File: src/rtl/alu_pkg.sv
// Shared types and constants for the RV32I integer ALU.
package alu_pkg;

    localparam int XLEN_DEFAULT = 32;
    localparam int SHAMT_W      = 5;

    typedef enum logic [3:0] {
        ALU_ADD  = 4'b0000,
        ALU_SUB  = 4'b0001,
        ALU_SLL  = 4'b0010,
        ALU_SLT  = 4'b0011,
        ALU_SLTU = 4'b0100,
        ALU_XOR  = 4'b0101,
        ALU_SRL  = 4'b0110,
        ALU_SRA  = 4'b0111,
        ALU_OR   = 4'b1000,
        ALU_AND  = 4'b1001
    } alu_op_e;

    typedef enum logic [1:0] {
        SH_SLL = 2'd0,
        SH_SRL = 2'd1,
        SH_SRA = 2'd2
    } shift_mode_e;

endpackage

File: src/rtl/alu_shifter.sv
// Combinational barrel shifter covering SLL, SRL and SRA.
module alu_shifter
    import alu_pkg::*;
#(
    parameter int XLEN    = XLEN_DEFAULT,
    parameter int SHAMT_WL = $clog2(XLEN)
) (
    input  logic [XLEN-1:0]     data_i,
    input  logic [SHAMT_WL-1:0] shamt_i,
    input  shift_mode_e         mode_i,
    output logic [XLEN-1:0]     data_o
);

    always_comb begin
        data_o = '0;
        case (mode_i)
            SH_SLL:  data_o = data_i << shamt_i;
            SH_SRL:  data_o = data_i >> shamt_i;
            SH_SRA:  data_o = $unsigned($signed(data_i) >>> shamt_i);
            default: data_o = '0;
        endcase
    end

endmodule

File: src/rtl/alu.sv
// RV32I integer ALU with a single registered result stage.
// Optional registered zero flag enabled by defining ALU_ZERO_FLAG_EN.
module alu
    import alu_pkg::*;
#(
    parameter int XLEN = XLEN_DEFAULT
) (
    input  logic            clk_i,
    input  logic            reset_i,
    input  logic [XLEN-1:0] r1,
    input  logic [XLEN-1:0] r2,
    input  logic [3:0]      alu_control,
    output logic [XLEN-1:0] alu_result
`ifdef ALU_ZERO_FLAG_EN
    ,
    output logic            zero_o
`endif
);

    localparam int SHAMT_WL = $clog2(XLEN);

    logic [XLEN-1:0] alu_result_d, alu_result_q;
    logic [XLEN-1:0] shift_result;
    shift_mode_e     shift_mode;

    always_comb begin
        shift_mode = SH_SRL;
        if (alu_control == ALU_SLL) begin
            shift_mode = SH_SLL;
        end else if (alu_control == ALU_SRA) begin
            shift_mode = SH_SRA;
        end
    end

    // Only the low shift-amount bits of r2 reach the shifter.
    alu_shifter #(
        .XLEN     (XLEN),
        .SHAMT_WL (SHAMT_WL)
    ) u_shifter (
        .data_i  (r1),
        .shamt_i (r2[SHAMT_WL-1:0]),
        .mode_i  (shift_mode),
        .data_o  (shift_result)
    );

    always_comb begin
        alu_result_d = '0;
        case (alu_control)
            ALU_ADD:  alu_result_d = r1 + r2;
            ALU_SUB:  alu_result_d = r1 - r2;
            ALU_SLL:  alu_result_d = shift_result;
            ALU_SLT:  alu_result_d = {{(XLEN-1){1'b0}}, ($signed(r1) < $signed(r2))};
            ALU_SLTU: alu_result_d = {{(XLEN-1){1'b0}}, (r1 < r2)};
            ALU_XOR:  alu_result_d = r1 ^ r2;
            ALU_SRL:  alu_result_d = shift_result;
            ALU_SRA:  alu_result_d = shift_result;
            ALU_OR:   alu_result_d = r1 | r2;
            ALU_AND:  alu_result_d = r1 & r2;
            default:  alu_result_d = '0;
        endcase
    end

    always_ff @(posedge clk_i) begin
        if (reset_i) begin
            alu_result_q <= '0;
        end else begin
            alu_result_q <= alu_result_d;
        end
    end

    assign alu_result = alu_result_q;

`ifdef ALU_ZERO_FLAG_EN
    logic zero_d, zero_q;

    assign zero_d = (alu_result_d == '0);

    always_ff @(posedge clk_i) begin
        if (reset_i) begin
            zero_q <= 1'b1;
        end else begin
            zero_q <= zero_d;
        end
    end

    assign zero_o = zero_q;
`endif

endmodule

File: config.mk
export PLATFORM = sky130hd
export DESIGN_NAME = alu
export DESIGN_NICKNAME = d
export VERILOG_FILES = /design/src/rtl/alu_pkg.sv /design/src/rtl/alu_shifter.sv /design/src/rtl/alu.sv
export SDC_FILE = /design/constraint.sdc
export NUM_CORES = 1
export LEC_CHECK = 0
export CAP_MARGIN = 10
export CELL_PAD_IN_SITES_DETAIL_PLACEMENT = 0
export CELL_PAD_IN_SITES_GLOBAL_PLACEMENT = 1
export CORE_MARGIN = 2
export CORE_UTILIZATION = 40
export CTS_CLUSTER_SIZE = 25
export DETAILED_ROUTE_END_ITERATION = 7
export PLACE_DENSITY_LB_ADDON = 0.1
export SETUP_SLACK_MARGIN = 0.4
export SLEW_MARGIN = 20
export SYNTH_ARGS = -nofsm -noshare
export SYNTH_HDL_FRONTEND = slang
export SYNTH_SLANG_ARGS = --single-unit
export TNS_END_PERCENT = 100
File: constraint.sdc
create_clock -name clk_i -period 4.85 [get_ports clk_i]
set_clock_uncertainty 0.2 [all_clocks]
set_input_delay 0.7275 -clock clk_i [delete_from_list [all_inputs] [get_ports clk_i]]
set_output_delay 0.7275 -clock clk_i [all_outputs]
set_load 0.005 [all_outputs]
==> results.ini <==
[floorplanning]
dieArea_sq_um=24900
die_w_um=158
core_sq_um=23300
io-pin-count=102
die_h_um=158
start_util=0.405
row_count=56

[yosys]
async_reset_ff_frac=0
synth_cells=1322
netlist_top_cells_count=nor2_1 (168), a21oi_1 (145), nand2_1 (102)
syn_nets=1491
synth_area_leaders=mux4_2 (13%), ha_1 (13%), a21oi_1 (7.7%)
synth_area_sq_um=9450
yosysSeqAreaShare=0.0678
synth-main-ff-cell=dfxtp_1
ys_ff_latch=32
synth_most_common_cell=nor2_1
ys_types=81
synth-edff-count=0
post-synth-top-area-fraction=0.129
avgSynthCellArea_sq_um=7.15
synth_area_leader_cell=mux4_2
yosysWarnings=0

[pwr]
power_density_nw_per_um2=163
p_leak_nw=4.46
irDropWorstVdd_v=0.000104

[global_routing]
top_usage_layer=met1
grtUsageMet1=0.501
gr-total-overflow=0
met3_usage=0.0493
grt_pass1_vias=9982
grt_use_total=0.336
grt_pass1_wl_um=62900
gr-usage-met2=0.486
antenna_found_initial=0
grt_max_degree=71

[worst_setup_path]
cp_max_fo=10
critPathKind=in -> reg
cp.arrival_ps=4260
cp-end-kind=flop
required_ps=4860
worstSetupStartpoint=r1[1]
critPathLaunchType=input port

[clocking]
tritoncts_num_sinks=32
post-cts-setup-buffers=0
clk_path_buf_depth=2
cts_resized=0
clk_pin_slew_ps=60
clockRootBuffer=clkbuf_16
holdBufCountCts=0
cts_buffers=5
cts_tree=done
h-tree-depth=2

[sta]
slew_headroom=0.433
finalHoldViolCount=0
rsz0062_at_grt=false
period_needed_ps=4240
fmax_mhz=236
timing.hold.ws_ps=924
fin_ws_ps=606
worst_pin_slew_ps=848
drv_slew=0
setup_viol=0
fin_setup_tns_ps=0
min_period_over_period=0.875

[detailed_routing]
drt_iter0_drc=1339
viasPerCell=6.46
antenna_left=0
wl_um=42100
drtPass1Iterations=7
wl_per_cell_um=24.7
num_vias=11000
route.detailed.drc=0

[worst_hold_path]
min-delay-start=r2[3]
hp-class=in -> reg

[final_layout]
fin_nets=1554
drive_gt1_frac=0.112
antennaDiodeCount=0
synthToLayoutAreaGrowth_pct=16.4
largest_reg_flops=32

[run_status]
status=complete, no violations

[placement]
gp_congestion=0.951
dp_slack_ps=342
dp.final_hpwl_um=32000
port_buffers=101

[run]
drv_cap=0

[worst max-delay path, stage by stage]
cell             delay (ps)
clkdlybuf4s50_1         710
inv_1                   150
fa_1                    490
o21bai_1                230
nand2_1                 200
a21oi_2                 230
o21bai_2                140
a211oi_4                340
o21ai_2                 140
o221a_1                 290
or4b_1                  510
o31ai_1                  80
[cell usage in the layout (no fill, tap or decap), drive strengths merged, types with 10 or more instances in the layout]
master and count:
o31ai 13, o21ai 88, nor3 37, xnor2 11, a21oi 147, a31oi 35
o221ai 17, nor4 10, a221oi 14, clkdlybuf4s50 97, a211oi 27, o22ai 10
ha 97, nand3 28, a21o 17, nand2b 11, inv 92, or3 12
buf 62, o211ai 22, mux4 54, o21bai 12, mux2i 37, dfxtp 32
nand2 102, nor2 169
[per-stage QoR]
step	cell area (sq um)	cells	utilization	total power [mW]
6_report	11000	1705	0.471	1.80
5_1_grt	11000	1705	0.471	1.90
4_1_cts	11000	1705	0.471	1.77
3_5_place_dp	10800	1697	0.465	1.41
3_3_place_gp	10800	1697	0.465	1.42
2_1_floorplan	9450	1322	-	1.01
[per-layer routing]
metal,vias to the layer above,part of all wire
met3,72,0.093
met1,5263,0.45
met5,-,0
li1,5055,-
met4,0,0.037
met2,625,0.42
[kinds of logic (layout without fill, tap and decap cells)]
kind of cell,count (synthesis),after routing,share of synthesized area
compound gates,468,468,0.323
simple gates,421,421,0.208
buf+inv,198,262,0.0881
fa+ha+maj,99,99,0.133
mux,93,93,0.170
flops,32,32,0.0678
xor+xnor,11,11,0.0102
[area by class of cell]
cell class                      instances  area (sq um)
Multi-Input combinational cell       1092          8010
Fill cell                            2430         12300
Tap cell                              319           399
Sequential cell                        32           641
Clock buffer                            8           146
Inverter                               95           357
Timing Repair Buffer                  159          1440
[final timing paths]
| check | slack (ps) | cells past startpoint | to |
|---|---|---|---|
| max | 610 | 12 | alu_result[28] |
| min | 920 | 6 | alu_result[3] |
[power breakdown]
part           total (mW)  switching [mW]  internal (mW)
sequential          0.286         0.00528          0.281
clock               0.357           0.151          0.206
combinational        1.15           0.699          0.454
total                1.80           0.855          0.941
No activity file was read; power rests on OpenSTA's default activity.
